File: src/rtl/mem_wb_pkg.sv
// MEM/WB stage shared definitions.
// Load-size encodings and width helpers.
package mem_wb_pkg;
  localparam logic [1:0] LS_BYTE = 2'b00;
  localparam logic [1:0] LS_HALF = 2'b01;
  localparam logic [1:0] LS_WORD = 2'b10;
  localparam logic [1:0] LS_FULL = 2'b11;

  function automatic int off_w(input int dw);
    return $clog2(dw / 8);
  endfunction
endpackage

File: src/rtl/mem_wb_if.sv
// MEM/WB stage bundle: MEM-side inputs and WB-side outputs.
// slave is the stage itself, master is whoever drives it.
interface mem_wb_if
  import mem_wb_pkg::*;
#(
  parameter int DATA_W     = 32,
  parameter int REG_ADDR_W = 5,
  parameter int CNT_W      = 32
);
  localparam int OFF_W = off_w(DATA_W);

  logic                  stall;
  logic                  flush;
  logic                  counter_clear;
  logic                  in_valid;
  logic [REG_ADDR_W-1:0] write_register;
  logic [DATA_W-1:0]     alu_out;
  logic [DATA_W-1:0]     memory_out;
  logic                  reg_write;
  logic                  mem_to_reg;
  logic [1:0]            load_size;
  logic                  load_unsigned;
  logic [OFF_W-1:0]      byte_offset;
  logic                  out_valid;
  logic [REG_ADDR_W-1:0] write_register_out;
  logic [DATA_W-1:0]     write_data_out;
  logic                  reg_write_out;
  logic [CNT_W-1:0]      retired_count;

  modport slave (
    input  stall, flush, counter_clear, in_valid,
    input  write_register, alu_out, memory_out,
    input  reg_write, mem_to_reg, load_size,
    input  load_unsigned, byte_offset,
    output out_valid, write_register_out,
    output write_data_out, reg_write_out,
    output retired_count
  );

  modport master (
    output stall, flush, counter_clear, in_valid,
    output write_register, alu_out, memory_out,
    output reg_write, mem_to_reg, load_size,
    output load_unsigned, byte_offset,
    input  out_valid, write_register_out,
    input  write_data_out, reg_write_out,
    input  retired_count
  );
endinterface

File: src/rtl/mem_wb_stage_p_load_extend.sv
// Sub-word load alignment and sign/zero extension.
// Purely combinational; misalignment is not checked here.
module load_extend
  import mem_wb_pkg::*;
#(
  parameter int DATA_W = 32,
  parameter int OFF_W  = 2
) (
  input  logic [DATA_W-1:0] memory_out,
  input  logic [1:0]        load_size,
  input  logic              load_unsigned,
  input  logic [OFF_W-1:0]  byte_offset,
  output logic [DATA_W-1:0] load_data
);
  logic [OFF_W-1:0]  w_off;
  logic [DATA_W-1:0] w_sh;
  logic [DATA_W-1:0] w_mask;
  logic              w_sign;
  logic              w_ext;

  // Halfwords ignore the low offset bit.
  always_comb begin
    w_off = byte_offset;
    if (load_size == LS_HALF) w_off[0] = 1'b0;
  end

  assign w_sh = memory_out >> {w_off, 3'b000};

  always_comb begin
    w_mask = '1;
    w_sign = 1'b0;
    unique case (load_size)
      LS_BYTE: begin
        w_mask = DATA_W'(8'hFF);
        w_sign = w_sh[7];
      end
      LS_HALF: begin
        w_mask = DATA_W'(16'hFFFF);
        w_sign = w_sh[15];
      end
      LS_WORD: begin
        w_mask = DATA_W'(32'hFFFF_FFFF);
        w_sign = w_sh[31];
      end
      default: ;
    endcase
  end

  assign w_ext = w_sign & ~load_unsigned;

  assign load_data = (load_size == LS_FULL)
                   ? memory_out
                   : (w_sh & w_mask)
                   | ({DATA_W{w_ext}} & ~w_mask);
endmodule

File: src/rtl/mem_wb_stage_p.sv
// MEM/WB pipeline register with writeback mux,
// stall/flush, r0 guard and saturating retire counter.
module mem_wb_stage_p
  import mem_wb_pkg::*;
#(
  parameter int DATA_W         = 32,
  parameter int REG_ADDR_W     = 5,
  parameter int CNT_W          = 32,
  parameter bit ZERO_REG_GUARD = 1'b1
) (
  input logic   clock,
  input logic   reset,
  mem_wb_if.slave bus
);
  localparam int OFF_W = off_w(DATA_W);

  logic [DATA_W-1:0]     w_ld_data;
  logic [DATA_W-1:0]     w_wb_data;
  logic                  w_we;
  logic                  w_load;
  logic                  r_valid;
  logic                  r_we;
  logic [REG_ADDR_W-1:0] r_wr;
  logic [DATA_W-1:0]     r_data;
  logic [CNT_W-1:0]      r_cnt;

  load_extend #(
    .DATA_W (DATA_W),
    .OFF_W  (OFF_W)
  ) u_ext (
    .memory_out    (bus.memory_out),
    .load_size     (bus.load_size),
    .load_unsigned (bus.load_unsigned),
    .byte_offset   (bus.byte_offset),
    .load_data     (w_ld_data)
  );

  assign w_wb_data = bus.mem_to_reg ? w_ld_data
                                    : bus.alu_out;

  assign w_we = bus.reg_write & bus.in_valid
              & ~(ZERO_REG_GUARD
                  && (bus.write_register == '0));

  assign w_load = ~bus.flush & ~bus.stall;

  always_ff @(posedge clock or posedge reset) begin
    if (reset) begin
      r_valid <= 1'b0;
      r_we    <= 1'b0;
      r_wr    <= '0;
      r_data  <= '0;
    end else if (bus.flush) begin
      r_valid <= 1'b0;
      r_we    <= 1'b0;
      r_wr    <= '0;
      r_data  <= '0;
    end else if (!bus.stall) begin
      r_valid <= bus.in_valid;
      r_we    <= w_we;
      r_wr    <= bus.write_register;
      r_data  <= w_wb_data;
    end
  end

  // Clear beats increment; count sticks at all-ones.
  always_ff @(posedge clock or posedge reset) begin
    if (reset) begin
      r_cnt <= '0;
    end else if (bus.counter_clear) begin
      r_cnt <= '0;
    end else if (w_load && bus.in_valid
                 && (r_cnt != '1)) begin
      r_cnt <= r_cnt + 1'b1;
    end
  end

  assign bus.out_valid          = r_valid;
  assign bus.reg_write_out      = r_we;
  assign bus.write_register_out = r_wr;
  assign bus.write_data_out     = r_data;
  assign bus.retired_count      = r_cnt;
endmodule

File: src/flat_wrapper.sv
// flat-port wrapper written by rule: the top's interface ports become plain ports
module mem_wb_stage_p_flat import mem_wb_pkg::*;
#(
  parameter int DATA_W         = 32,
  parameter int REG_ADDR_W     = 5,
  parameter int CNT_W          = 32,
  parameter bit ZERO_REG_GUARD = 1'b1
)
  (clock, reset, bus_stall, bus_flush, bus_counter_clear, bus_in_valid, bus_write_register, bus_alu_out, bus_memory_out, bus_reg_write, bus_mem_to_reg, bus_load_size, bus_load_unsigned, bus_byte_offset, bus_out_valid, bus_write_register_out, bus_write_data_out, bus_reg_write_out, bus_retired_count);
  mem_wb_if #(.DATA_W(DATA_W), .REG_ADDR_W(REG_ADDR_W), .CNT_W(CNT_W)) bus_i ();
  input logic clock;
  input logic reset;
  input wire logic [$bits(bus_i.stall)-1:0] bus_stall;
  input wire logic [$bits(bus_i.flush)-1:0] bus_flush;
  input wire logic [$bits(bus_i.counter_clear)-1:0] bus_counter_clear;
  input wire logic [$bits(bus_i.in_valid)-1:0] bus_in_valid;
  input wire logic [$bits(bus_i.write_register)-1:0] bus_write_register;
  input wire logic [$bits(bus_i.alu_out)-1:0] bus_alu_out;
  input wire logic [$bits(bus_i.memory_out)-1:0] bus_memory_out;
  input wire logic [$bits(bus_i.reg_write)-1:0] bus_reg_write;
  input wire logic [$bits(bus_i.mem_to_reg)-1:0] bus_mem_to_reg;
  input wire logic [$bits(bus_i.load_size)-1:0] bus_load_size;
  input wire logic [$bits(bus_i.load_unsigned)-1:0] bus_load_unsigned;
  input wire logic [$bits(bus_i.byte_offset)-1:0] bus_byte_offset;
  output wire logic [$bits(bus_i.out_valid)-1:0] bus_out_valid;
  output wire logic [$bits(bus_i.write_register_out)-1:0] bus_write_register_out;
  output wire logic [$bits(bus_i.write_data_out)-1:0] bus_write_data_out;
  output wire logic [$bits(bus_i.reg_write_out)-1:0] bus_reg_write_out;
  output wire logic [$bits(bus_i.retired_count)-1:0] bus_retired_count;
  assign bus_i.stall = bus_stall;
  assign bus_i.flush = bus_flush;
  assign bus_i.counter_clear = bus_counter_clear;
  assign bus_i.in_valid = bus_in_valid;
  assign bus_i.write_register = bus_write_register;
  assign bus_i.alu_out = bus_alu_out;
  assign bus_i.memory_out = bus_memory_out;
  assign bus_i.reg_write = bus_reg_write;
  assign bus_i.mem_to_reg = bus_mem_to_reg;
  assign bus_i.load_size = bus_load_size;
  assign bus_i.load_unsigned = bus_load_unsigned;
  assign bus_i.byte_offset = bus_byte_offset;
  assign bus_out_valid = bus_i.out_valid;
  assign bus_write_register_out = bus_i.write_register_out;
  assign bus_write_data_out = bus_i.write_data_out;
  assign bus_reg_write_out = bus_i.reg_write_out;
  assign bus_retired_count = bus_i.retired_count;
  mem_wb_stage_p #(.DATA_W(DATA_W), .REG_ADDR_W(REG_ADDR_W), .CNT_W(CNT_W), .ZERO_REG_GUARD(ZERO_REG_GUARD)) u_core (.clock(clock), .reset(reset), .bus(bus_i));
endmodule
File: config.mk
export PLATFORM = sky130hd
export DESIGN_NAME = mem_wb_stage_p_flat
export DESIGN_NICKNAME = d
export VERILOG_FILES = /design/src/rtl/mem_wb_pkg.sv /design/src/rtl/mem_wb_if.sv /design/src/rtl/mem_wb_stage_p_load_extend.sv /design/src/rtl/mem_wb_stage_p.sv /design/src/flat_wrapper.sv
export SDC_FILE = /design/constraint.sdc
export NUM_CORES = 1
export LEC_CHECK = 0
export ABC_AREA = 0
export CAP_MARGIN = 10
export CORE_MARGIN = 2
export CORE_UTILIZATION = 48
export CTS_CLUSTER_SIZE = 24
export DETAILED_ROUTE_END_ITERATION = 8
export PLACE_DENSITY = 0.82
export SLEW_MARGIN = 20
export SYNTH_ARGS = -nofsm -noshare
export SYNTH_HDL_FRONTEND = slang
export SYNTH_HIERARCHICAL = 1
export SYNTH_SLANG_ARGS = --single-unit
File: constraint.sdc
create_clock -name clock -period 3.3 [get_ports clock]
set_clock_uncertainty 0.05 [all_clocks]
set_input_delay 0.66 -clock clock [delete_from_list [all_inputs] [get_ports clock]]
set_output_delay 0.66 -clock clock [all_outputs]
set_load 0.03 [all_outputs]
# After elaboration in Yosys (flattened, before gate mapping)
# Cells that the tools add are included.
totals:
  wordCells: 44
  regBits: 71
  input_bits: 82
  out_inout_bits: 71
classes:
  n_reduce_logical: 5
  n_shift: 1
  n_addsub: 1
  n_mux: 15
  bitwise_logic: 12
  eq_ne: 5
ops:
  columns: ["op", "count"]
  rows:
  - ["$mux W32", 6]
  - ["$and A32 B32 Y32", 2]
  - ["$pmux W32 S2", 1]
  - ["$add A32 B1 Y32 const B", 1]
  - ["$ne A32 B32 Y1 const B", 1]
  - ["$not A32 Y32", 1]
  - ["$or A32 B32 Y32", 1]
  - ["$shr A32 B5 Y32", 1]
  - ["$mux W5", 2]
  - ["$logic_not A5 Y1", 1]
  - ["$mux W1", 5]
  - ["$and A1 B1 Y1", 4]
  - ["$eq A2 B2 Y1 const B", 2]
  - ["$not A1 Y1", 4]
  - ["$pmux W1 S3", 1]
  - ["$eq A2 B1 Y1 const B", 1]
  - ["$logic_and A1 B1 Y1", 2]
  - ["$logic_not A2 Y1", 1]
  - ["$ne A2 B1 Y1 const B", 1]
  - ["$reduce_bool A2 Y1", 1]

# Logic depth before layout (Yosys ltp)
# Gate-level depths: netlist of the first run.
logic_depth:
  depth_word: 11
  depth_mapped: 11
  mapped_depth_nobuf: 8

# Hierarchy
# The synthesis of the first run kept the hierarchy.
by_module_without_submodules:
  columns: ["mod", "cells_each", "area_per_inst_um2", "seq_area_each_um2", "n_inst"]
  rows:
  - ["mem_wb_stage_p", 396, 3722.3, 1776.7, 1]
  - ["load_extend", 185, 1226.2, 0.0, 1]

# Least setup slack after synthesis of the first run
# No wires, ideal clock.
synth_timing:
  path_kind: "register to register"
  startpoint: "register u_core.r_cnt[0] (netlist: u_core/bus.retired_count[0])"
  endpoint: "register u_core.r_cnt[1] (netlist: u_core/bus.retired_count[1])"
  setup_slack_ps: 923
  synth_period_minus_slack_ps: 2377
  setup_time_ps: 132
  path_buffers: 2
  arrival_ps: 2195
  stages_incl_launch_ff: 9
  cell_sequence: "dfrtp_1 > ha_1 > nand4_1 > or4_4 > o31ai_4 > buf_6 > buf_6 > mux2i_1 > nor2_1"
synth_via:
  elab_chain_cells: 3
  elab_cells_between_ends: 6
  classes_between: "add/sub: 1; eq/ne: 1; mux: 2; reduce/logical: 2"
synth_rtl:
  columns: ["item", "line", "text"]
  rows:
  - ["from (decl)", "mem_wb_stage_p.sv:25", "logic [CNT_W-1:0] r_cnt;"]
  - ["from (signal assigned)", "mem_wb_stage_p.sv:74", "r_cnt <= r_cnt + 1'b1;"]
  - ["$add A32 B1 Y32 / $ne A32 B32 Y1 (equally long branches)", "mem_wb_stage_p.sv:74, mem_wb_stage_p.sv:73", null]
  - ["$mux W32 / $logic_and A1 B1 Y1 (equally long branches)", "mem_wb_stage_p.sv:72, mem_wb_stage_p.sv:73", null]
  - ["$mux W32 / $reduce_bool A2 Y1 (equally long branches)", null, null]
# Several ways; a longest one is shown, not always the timed one. The select of a mux whose other input is x is not followed.
# A chain may end at the register's enable or synchronous reset.

# Final worst setup path of the first run
layout_timing:
  startpoint: "input port bus_byte_offset[1]"
  endpoint: "register u_core.r_data[14] (netlist: u_core/bus.write_data_out[14])"
layout_via:
  elab_chain_cells: 9
  elab_cells_between_ends: 10
  classes_between: "shift: 1; mux: 5; bitwise: 4"
layout_rtl:
  columns: ["item", "line", "text"]
  rows:
  - ["from (decl)", "flat_wrapper.sv:24", "input wire logic [$bits(bus_i.byte_offset)-1:0] bus_byte_offset;"]
  - ["$shr A32 B5 Y32 *", "mem_wb_stage_p_load_extend.sv:27", "assign w_sh = memory_out >> {w_off, 3'b000};"]
  - ["$pmux W1 S3", "mem_wb_stage_p_load_extend.sv:32", "unique case (load_size)"]
  - ["$and A1 B1 Y1", "mem_wb_stage_p_load_extend.sv:49", "assign w_ext = w_sign & ~load_unsigned;"]
  - ["$and A32 B32 Y32", "mem_wb_stage_p_load_extend.sv:54", "| ({DATA_W{w_ext}} & ~w_mask);"]
  - ["$or A32 B32 Y32 *", "mem_wb_stage_p_load_extend.sv:54", null]
  - ["$mux W32 *", "mem_wb_stage_p_load_extend.sv:52", "? memory_out"]
  - ["named net u_core.w_ld_data[14]", "mem_wb_stage_p.sv:17", "logic [DATA_W-1:0] w_ld_data;"]
  - ["$mux W32 *", "mem_wb_stage_p.sv:38", "assign w_wb_data = bus.mem_to_reg ? w_ld_data"]
  - ["$mux W32 *", "mem_wb_stage_p.sv:58", "end else if (!bus.stall) begin"]
  - ["$mux W32 *", "mem_wb_stage_p.sv:53", "end else if (bus.flush) begin"]
  - ["to (signal assigned)", "mem_wb_stage_p.sv:62", "r_data <= w_wb_data;"]
  - ["to (decl)", "mem_wb_stage_p.sv:24", "logic [DATA_W-1:0] r_data;"]
# Mark *: on every way through the listed nets, which the timed path passes. The rest lies on a longest branch. The select of a mux whose other input is x is not followed.

==> results of run 1 <==
worst max-delay path by stage:
stage / start / slack, ps / end
floorplan: reset / 790 / u_core/bus.out_valid
finish: bus_byte_offset[1] / 470 / u_core/bus.write_data_out[14]
detailed placement: bus_byte_offset[1] / 160 / u_core/bus.write_data_out[11]
CTS: bus_byte_offset[1] / 500 / u_core/bus.write_data_out[14]
global placement: bus_byte_offset[1] / 210 / u_core/bus.write_data_out[13]
global route: bus_byte_offset[0] / 360 / u_core/bus.write_data_out[14]
metrics by stage:
step | std cells | power [mW]
5_1_grt | 859 | 2.37
2_1_floorplan | 581 | 1.26
6_report | 859 | 2.27
4_1_cts | 859 | 2.29
3_5_place_dp | 844 | 1.51
3_3_place_gp | 844 | 1.50
layout by cell type, fill, tap and decap left out, types with 3 or more instances in the layout:
master           netlist  final
and4_1                 5      5
clkbuf_8               0     10
o311ai_0               5      5
buf_4                  1     15
nor2b_1                7      7
a211oi_1               4      4
a221o_1                7      7
xnor2_1                6      6
nor4_1                 3      3
o32a_1                 7      7
nor2_1                86     86
o21ai_1               12     12
or4_1                 11     11
nor3_1                 3      3
clkdlybuf4s50_1        0    150
nand4_1                8      8
mux2i_1               54     54
o21ai_0               20     20
xor2_1                 3      3
a21o_1                15     15
and3_1                 8      8
a22oi_1               13     13
or3_1                 14     14
nand2_1               43     43
a21oi_1               64     64
inv_1                  8      7
nand3_1               14     14
o31ai_1               10     10
o211ai_1               4      4
dfrtp_1               71     71
state kept, by name, summed over array words and instances, names as in the netlist:
signal / cells
u_core/bus.write_data_out: 32
u_core/bus.reg_write_out: 1
u_core/bus.retired_count: 32
u_core/bus.write_register_out: 5
u_core/bus.out_valid: 1
power by group through the flow:
stage                     sequential (mW)  combinational [mW]  clock, mW
after floorplan                     0.993               0.264          0
after global placement              0.933               0.569          0
after detailed placement            0.935               0.574          0
after CTS                           0.917               0.578      0.792
after global routing                0.921               0.620      0.830
final                               0.917               0.580      0.775
layer usage:
layer | GRT usage, % | routed length [um] | vias to the layer above
met5 | 0 | 0 | -
met4 | 10.2 | 408 | 0
met3 | 5.88 | 1270 | 32
met2 | 46.3 | 7510 | 232
met1 | 36.9 | 6710 | 2458
li1 | - | - | 2419
kinds of logic after synthesis:
logic type	count (synthesis)
adder cells (fa/ha/maj)	1
flip-flops	71
AO/OA/AOI/OAI	174
XOR/XNOR	9
AND/OR/NAND/NOR	219
multiplexers	56
buffers and inverters	51
area by class of cell:
cell class	instances	share of cell area [%]
multi-input combinational	459	43.1
timing repair buffer	169	24.5
clock buffer	10	2.03
tap	136	2.51
sequential	71	26.2
inverter	9	0.498
clock inverter	5	1.20
tightest hold or removal path: cells and delay by family, from the launching register on:
family / cells / cell delay, ps
flops: 1 / 340
simple gates: 1 / 70
compound gates: 1 / 60
==> results.sh, run 1 <==
export IMPL_utilization_pct=66.6
export IMPL_ff2ff_path_depth=6
export IMPL_async_reset_ff_share_pct=100
export IMPL_clockBufferDepth=2
export IMPL_cap_violations=0
export IMPL_first_iter_violations=293
export IMPL_avgViaCountPerCell=5.98
export IMPL_regToRegEndpoint="u_core/bus.retired_count[9]"
export IMPL_peakVddDrop_uv=300
export IMPL_nets=802
export IMPL_hold_class="flop to flop"
export IMPL_fillCellCount=863
export IMPL_critPathMaxFanout=7
export IMPL_syn_avg_cell_area_um2=8.52
export IMPL_dpl_cell_area_um2=6570
export IMPL_numCtsBuffers=9
export IMPL_power_internal_mw=1.61
export IMPL_switchingPower_mw=0.666
export IMPL_hp_start="u_core/bus.write_data_out[14]"
export IMPL_grt_max_degree=73
export IMPL_row_count=37
export IMPL_design_area_um2=6790
export IMPL_regArea_um2=1780
export IMPL_slew_headroom_pct=32.2
export IMPL_min_period_ps=2830
export IMPL_cts_resized=0
export IMPL_ant_nets=0
export IMPL_ctsHoldBuffers=0
export IMPL_wl_per_cell_um=18.5
export IMPL_yosys_warnings=6
export IMPL_h_tree_depth=3
export IMPL_whs_path_depth=2
export IMPL_synth_fa_ha_area_share_pct=0.253
export IMPL_insertion_delay_ps=360
export IMPL_switching_share_pct=29.3
export IMPL_p_per_area_nw_per_um2=335
export IMPL_share_seq_of_total_power_pct=40.4
export IMPL_synthTopCellsByCount="nor2_1, dfrtp_1, a21oi_1"
export IMPL_cp_common_cell="nor2_1"
export IMPL_port_buffers=152
export IMPL_min_to="u_core/bus.write_data_out[14]"
export IMPL_pre_cts_ws_ps=163
export IMPL_cts_root_buffer="clkbuf_8"
export IMPL_muxShareOfSynthArea_pct=11.5
export IMPL_finalCritPeriodShare_pct=85.7
export IMPL_tightest_slew_ps=1010
export IMPL_antenna_found_initial=0
export IMPL_synth_cells=581
export IMPL_synthTopCellsByArea="dfrtp_1, mux2i_1, nor2_1"
export IMPL_die_h_um=106
export IMPL_synth_nets=664
export IMPL_yosys_cell_count_top_type="nor2_1"
export IMPL_path_cells="clkdlybuf4s50_1 -> buf_4 -> inv_2 -> nor3_1 -> a221o_1 -> o32a_1 -> mux2i_1 -> nor2_1 -> a21oi_1 -> nor2_1"
export IMPL_num_io_pins=153
export IMPL_antenna_cells=0
export IMPL_grt_pass1_wl_um=25000
export IMPL_drive_above_1_share_pct=7.05
export IMPL_startpoint_type="input pin"
export IMPL_synthFlopType="dfrtp_1"
export IMPL_final_max_slew_violation_count=0
export IMPL_drt_wl_total_um=15900
export IMPL_cpPeakStageDelay_ps=800
export IMPL_ys_ff_latch=71
export IMPL_synth_seq_area_share_pct=35.9
export IMPL_clock_power_share_pct=34.1
export IMPL_tns_ps=0
export IMPL_grt_setup_unrepaired="false"
export IMPL_area_growth_pct=37.2
export IMPL_rrSetupSlack_ps=640
export IMPL_post_route_drc_count=0
export IMPL_critical_path_cell_count=10
export IMPL_synth_top_family_by_area="compound AO/OA/AOI/OAI gates"
export IMPL_yosys_area_share_simple_pct=22.3
export IMPL_cp_arrival_ps=3060
export IMPL_synth_compound_area_share_pct=23.5
export IMPL_critPathKind="input pin to flop"
export IMPL_start_util_pct=48.6
export IMPL_dp_hpwl_um=11400
export IMPL_post_cts_buffers=0
export IMPL_synth_edf_count=0
export IMPL_synth_top_area_share_pct=35.9
export IMPL_hold_ws_ps=467
export IMPL_first_pass_iters=6
export IMPL_end_kind="flop"
export IMPL_fp_coreArea_um2=10200
export IMPL_cellLeakagePower_nw=2.85
export IMPL_gr_total_overflow=0
export IMPL_p_comb_share_pct=25.5
export IMPL_multiInputGateArea_um2=2920
export IMPL_synth_largest_area_cell="dfrtp_1"
export IMPL_synthDistinctLibCells=59
export IMPL_setup_viol=0
export IMPL_layout_setup_ws_ps=470
export IMPL_synth_xor_area_share_pct=1.59
export IMPL_synth_area_um2=4950
export IMPL_timing_rr_start="u_core/bus.retired_count[0]"
export IMPL_status="complete, no violations"
export IMPL_cp_data_required_time_ps=3530
export IMPL_crit_slowest_cell="nor3_1"
export IMPL_grt_pass1_vias=4856
export IMPL_globalplace_congestion=0.917
export IMPL_die_x_um=106
export IMPL_dieArea_um2=11100
export IMPL_clock_sinks=71
export IMPL_vias=5141
export IMPL_groute_usage_overall_pct=28.2
export IMPL_max_freq_mhz=353
export IMPL_cts_clk_slew_worst_paths_ps=70
export IMPL_tritoncts="done"
export IMPL_hold_violations=0
export IMPL_path_delay_family="simple AND/OR/NAND/NOR gates"
export IMPL_crit_buf_inv=3
(Power assumes the default switching activity.)
==> run 2: changes to the inputs <==
--- a/config.mk
+++ b/config.mk
@@ -12,7 +12,7 @@
 export CTS_CLUSTER_SIZE = 24
 export DETAILED_ROUTE_END_ITERATION = 8
 export PLACE_DENSITY = 0.82
-export SLEW_MARGIN = 20
+export SLEW_MARGIN = 30
 export SYNTH_ARGS = -nofsm -noshare
 export SYNTH_HDL_FRONTEND = slang
 export SYNTH_HIERARCHICAL = 1
==> results.sh, run 2 (synthesis results as in run 1) <==
export IMPL_cellLeakagePower_nw=2.86
export IMPL_max_freq_mhz=349
export IMPL_regArea_um2=1780
export IMPL_h_tree_depth=3
export IMPL_tns_ps=0
export IMPL_die_h_um=106
export IMPL_final_cell_mix="clkdlybuf4s50_1, nor2_1, dfrtp_1"
export IMPL_cp_arrival_ps=3090
export IMPL_area_growth_pct=37.4
export IMPL_cts_resized=0
export IMPL_critPathMaxFanout=7
export IMPL_fp_coreArea_um2=10200
export IMPL_hold_violations=0
export IMPL_drt_wl_total_um=16000
export IMPL_wl_per_cell_um=18.6
export IMPL_grt_pass1_vias=4856
export IMPL_nets=803
export IMPL_globalplace_congestion=0.917
export IMPL_hold_class="flop to flop"
export IMPL_min_period_ps=2870
export IMPL_dpl_cell_area_um2=6570
export IMPL_tightest_slew_ps=1040
export IMPL_critPathKind="input pin to flop"
export IMPL_drive_above_1_share_pct=7.18
export IMPL_layout_setup_ws_ps=435
export IMPL_startpoint_type="input pin"
export IMPL_start_util_pct=48.6
export IMPL_post_cts_buffers=0
export IMPL_p_per_area_nw_per_um2=334
export IMPL_avgViaCountPerCell=5.95
export IMPL_final_max_slew_violation_count=0
export IMPL_ctsHoldBuffers=0
export IMPL_clockBufferDepth=2
export IMPL_finalCritPeriodShare_pct=86.8
export IMPL_tritoncts="done"
export IMPL_setup_viol=0
export IMPL_ff2ff_path_depth=7
export IMPL_regToRegEndpoint="u_core/bus.retired_count[6]"
export IMPL_cp_data_required_time_ps=3530
export IMPL_first_iter_violations=319
export IMPL_grt_setup_unrepaired="false"
export IMPL_clock_sinks=71
export IMPL_num_io_pins=153
export IMPL_antenna_found_initial=0
export IMPL_port_buffers=152
export IMPL_insertion_delay_ps=350
export IMPL_gr_total_overflow=0
export IMPL_pre_cts_ws_ps=163
export IMPL_dieArea_um2=11100
export IMPL_row_count=37
export IMPL_peakVddDrop_uv=303
export IMPL_cap_violations=0
export IMPL_timing_rr_start="u_core/bus.retired_count[0]"
export IMPL_cts_root_buffer="clkbuf_8"
export IMPL_dp_hpwl_um=11400
export IMPL_status="complete, no violations"
export IMPL_multiInputGateArea_um2=2920
export IMPL_post_route_drc_count=0
export IMPL_slew_headroom_pct=29.9
export IMPL_power_mw=2.27
export IMPL_design_area_um2=6800
export IMPL_fillCellCount=862
export IMPL_end_kind="flop"
export IMPL_ant_nets=0
export IMPL_first_pass_iters=7
export IMPL_cts_clk_slew_worst_paths_ps=70
export IMPL_groute_usage_overall_pct=28.2
export IMPL_antenna_cells=0
export IMPL_rrSetupSlack_ps=920
export IMPL_numCtsBuffers=9
export IMPL_final_common_cell="clkdlybuf4s50_1"
export IMPL_vias=5120
export IMPL_whs_path_depth=2
export IMPL_min_to="u_core/bus.write_data_out[14]"
export IMPL_hp_start="u_core/bus.write_data_out[14]"
export IMPL_die_x_um=106
export IMPL_grt_max_degree=73
export IMPL_grt_pass1_wl_um=25000
==> run 2: changes by cell type in the layout (fill, tap and decap cells not counted), sizes merged <==
cell	change
buf	+1
==> run 2: cell type report <==
cell class / count / area share (%)
Tap cell: 136 / 2.50
Clock buffer: 10 / 2.02
Clock inverter: 5 / 1.20
Inverter: 9 / 0.497
Multi-Input combinational cell: 459 / 43.0
Sequential cell: 71 / 26.1
Timing Repair Buffer: 170 / 24.6
==> run 2: worst max path at each step <==
stage                     depth (start not counted)          startpoint                       endpoint  slack [ps]
after floorplan                                   1               reset           u_core/bus.out_valid         790
after global placement                           10  bus_byte_offset[1]  u_core/bus.write_data_out[13]         210
after detailed placement                         10  bus_byte_offset[1]  u_core/bus.write_data_out[11]         160
after CTS                                        10  bus_byte_offset[1]  u_core/bus.write_data_out[14]         500
after global routing                              9  bus_byte_offset[0]  u_core/bus.write_data_out[14]         360
final                                            10  bus_byte_offset[1]  u_core/bus.write_data_out[14]         430
==> run 2: metal layers <==
| metal | global-route usage, % | vias to the layer above | part of all wire (%) |
|---|---|---|---|
| li1 | - | 2421 | - |
| met1 | 36.9 | 2444 | 42 |
| met2 | 46.3 | 218 | 47 |
| met3 | 5.88 | 37 | 8.1 |
| met4 | 10.2 | 0 | 2.4 |
| met5 | 0 | - | 0 |
==> run 2: where the power goes <==
part / internal (mW) / total (mW) / leakage, nW / switching (mW)
combinational: 0.265 / 0.582 / 1.78 / 0.317
clock: 0.443 / 0.774 / 0.109 / 0.331
sequential: 0.899 / 0.917 / 0.969 / 0.0180
total: 1.61 / 2.27 / 2.86 / 0.666
==> run 2: metrics by stage <==
step,std cells,utilization (%),hold slack (ps)
finish,860,66.8,467
global route,860,66.8,492
CTS,859,66.6,474
detailed placement,844,64.5,457
global placement,844,64.5,450
floorplan,581,-,622
==> run 2: critical path, stage by stage <==
cell,delay (ps)
clkdlybuf4s50_1,590
buf_4,200
inv_2,50
nor3_1,830
a221o_1,280
o32a_1,140
mux2i_1,80
nor2_1,110
a21oi_1,50
nor2_1,110
==> run 3: changes to the inputs <==
--- a/config.mk
+++ b/config.mk
@@ -7,6 +7,7 @@
 export LEC_CHECK = 0
 export ABC_AREA = 0
 export CAP_MARGIN = 10
+export CORE_ASPECT_RATIO = 1.75
 export CORE_MARGIN = 2
 export CORE_UTILIZATION = 48
 export CTS_CLUSTER_SIZE = 24
==> constraint.sdc (replaced) <==
create_clock -name clock -period 3.3 [get_ports clock]
set_clock_uncertainty 0.05 [all_clocks]
set_input_delay 0.33 -clock clock [delete_from_list [all_inputs] [get_ports clock]]
set_output_delay 0.33 -clock clock [all_outputs]
set_load 0.03 [all_outputs]
==> results.sh, run 3 (synthesis results as in run 1) <==
export IMPL_status="complete, no violations"
export IMPL_groute_usage_overall_pct=31.0
export IMPL_avgViaCountPerCell=6.33
export IMPL_setup_viol=0
export IMPL_ctsHoldBuffers=0
export IMPL_end_kind="flop"
export IMPL_area_growth_pct=38.0
export IMPL_tns_ps=0
export IMPL_tightest_slew_ps=953
export IMPL_clockBufferDepth=2
export IMPL_peakVddDrop_uv=278
export IMPL_final_common_cell="clkdlybuf4s50_1"
export IMPL_rrSetupSlack_ps=840
export IMPL_cts_resized=0
export IMPL_cts_root_buffer="clkbuf_16"
export IMPL_die_h_um=138
export IMPL_path_delay_family="simple AND/OR/NAND/NOR gates"
export IMPL_grt_setup_unrepaired="false"
export IMPL_insertion_delay_ps=330
export IMPL_cpPeakStageDelay_ps=780
export IMPL_grt_pass1_vias=5365
export IMPL_vias=5381
export IMPL_final_max_slew_violation_count=0
export IMPL_fp_coreArea_um2=10200
export IMPL_final_cell_mix="clkdlybuf4s50_1, nor2_1, dfrtp_1"
export IMPL_num_io_pins=153
export IMPL_tritoncts="done"
export IMPL_first_iter_violations=521
export IMPL_antenna_cells=0
export IMPL_post_cts_buffers=0
export IMPL_clock_sinks=71
export IMPL_globalplace_congestion=0.977
export IMPL_dp_hpwl_um=12500
export IMPL_port_buffers=152
export IMPL_timing_rr_start="u_core/bus.retired_count[21]"
export IMPL_multiInputGateArea_um2=2930
export IMPL_antenna_found_initial=0
export IMPL_utilization_pct=67.1
export IMPL_cts_clk_slew_worst_paths_ps=60
export IMPL_path_cells="clkdlybuf4s50_1 -> buf_4 -> inv_2 -> nor3_1 -> a221o_1 -> o32a_1 -> mux2i_1 -> nor2_1 -> a21oi_1 -> nor2_1"
export IMPL_pre_cts_ws_ps=283
export IMPL_cp_common_cell="nor2_1"
export IMPL_crit_slowest_cell="nor3_1"
export IMPL_min_period_ps=2770
export IMPL_stdcell_count=850
export IMPL_critPathKind="input pin to flop"
export IMPL_row_count=49
export IMPL_h_tree_depth=3
export IMPL_fillCellCount=884
export IMPL_die_x_um=80.8
export IMPL_wl_per_cell_um=20.5
export IMPL_crit_buf_inv=3
export IMPL_layout_setup_ws_ps=531
export IMPL_slew_headroom_pct=36.0
export IMPL_hold_violations=0
export IMPL_grt_pass1_wl_um=27200
export IMPL_dp_cells=834
export IMPL_critPathMaxFanout=25
export IMPL_cp_data_required_time_ps=3510
export IMPL_first_pass_iters=5
export IMPL_regToRegEndpoint="u_core/bus.retired_count[1]"
export IMPL_startpoint_type="input pin"
export IMPL_grt_max_degree=73
export IMPL_ff2ff_path_depth=6
export IMPL_drt_wl_total_um=17400
export IMPL_finalCritPeriodShare_pct=83.9
export IMPL_cap_violations=0
export IMPL_hold_ws_ps=263
export IMPL_drive_above_1_share_pct=7.19
export IMPL_gr_total_overflow=0
export IMPL_post_route_drc_count=0
export IMPL_p_per_area_nw_per_um2=364
export IMPL_hold_class="input pin to asynchronous set/reset pin"
export IMPL_dieArea_um2=11200
export IMPL_numCtsBuffers=9
export IMPL_cellLeakagePower_nw=2.87
export IMPL_nets=801
export IMPL_regArea_um2=1780
export IMPL_ant_nets=0
export IMPL_max_freq_mhz=361
export IMPL_cp_arrival_ps=2980
export IMPL_start_util_pct=48.6
## run 3: power breakdown
part           total, mW  switching [mW]  internal, mW
logic              0.589           0.328         0.261
clock network      0.975           0.388         0.586
registers          0.920          0.0195         0.901
## run 3: cell type report
cell class                 count  area share [%]
inverter                       9           0.495
tap                          127            2.33
sequential                    71            26.0
clock inverter                 7            1.08
clock buffer                   9            3.30
multi-input combinational    459            42.9
timing repair buffer         168            23.9
## run 3: worst max path at each step
stage	start	end	slack, ps	cells past startpoint
2_1_floorplan	u_core/bus.retired_count[0]	u_core/bus.retired_count[1]	920	8
3_3_place_gp	bus_byte_offset[1]	u_core/bus.write_data_out[12]	200	10
3_5_place_dp	bus_byte_offset[1]	u_core/bus.write_data_out[12]	280	10
4_1_cts	bus_byte_offset[1]	u_core/bus.write_data_out[12]	620	10
5_1_grt	bus_byte_offset[1]	u_core/bus.write_data_out[12]	420	10
6_report	bus_byte_offset[1]	u_core/bus.write_data_out[11]	530	10
## run 3: per-stage QoR
stage | instance area (um^2) | power [mW]
finish | 6830 | 2.48
global route | 6830 | 2.58
CTS | 6830 | 2.50
detailed placement | 6530 | 1.52
global placement | 6530 | 1.51
floorplan | 4950 | 1.26
## run 3: worst reg2reg max path: cells and delay by family, from the launching register on
family / cells / cell delay (ps)
DFF: 1 / 470
buffers and inverters: 1 / 290
AOI/OAI and AO/OA: 1 / 230
muxes: 1 / 230
and+or+nand+nor: 3 / 1040
## run 3: layer usage
| metal | global-route usage [%] | vias to the layer above | wire (um) |
|---|---|---|---|
| met5 | 0 | - | 0 |
| met1 | 34.2 | 2567 | 6230 |
| li1 | - | 2421 | - |
| met4 | 20.3 | 0 | 1070 |
| met3 | 6.92 | 82 | 1430 |
| met2 | 51.9 | 311 | 8690 |
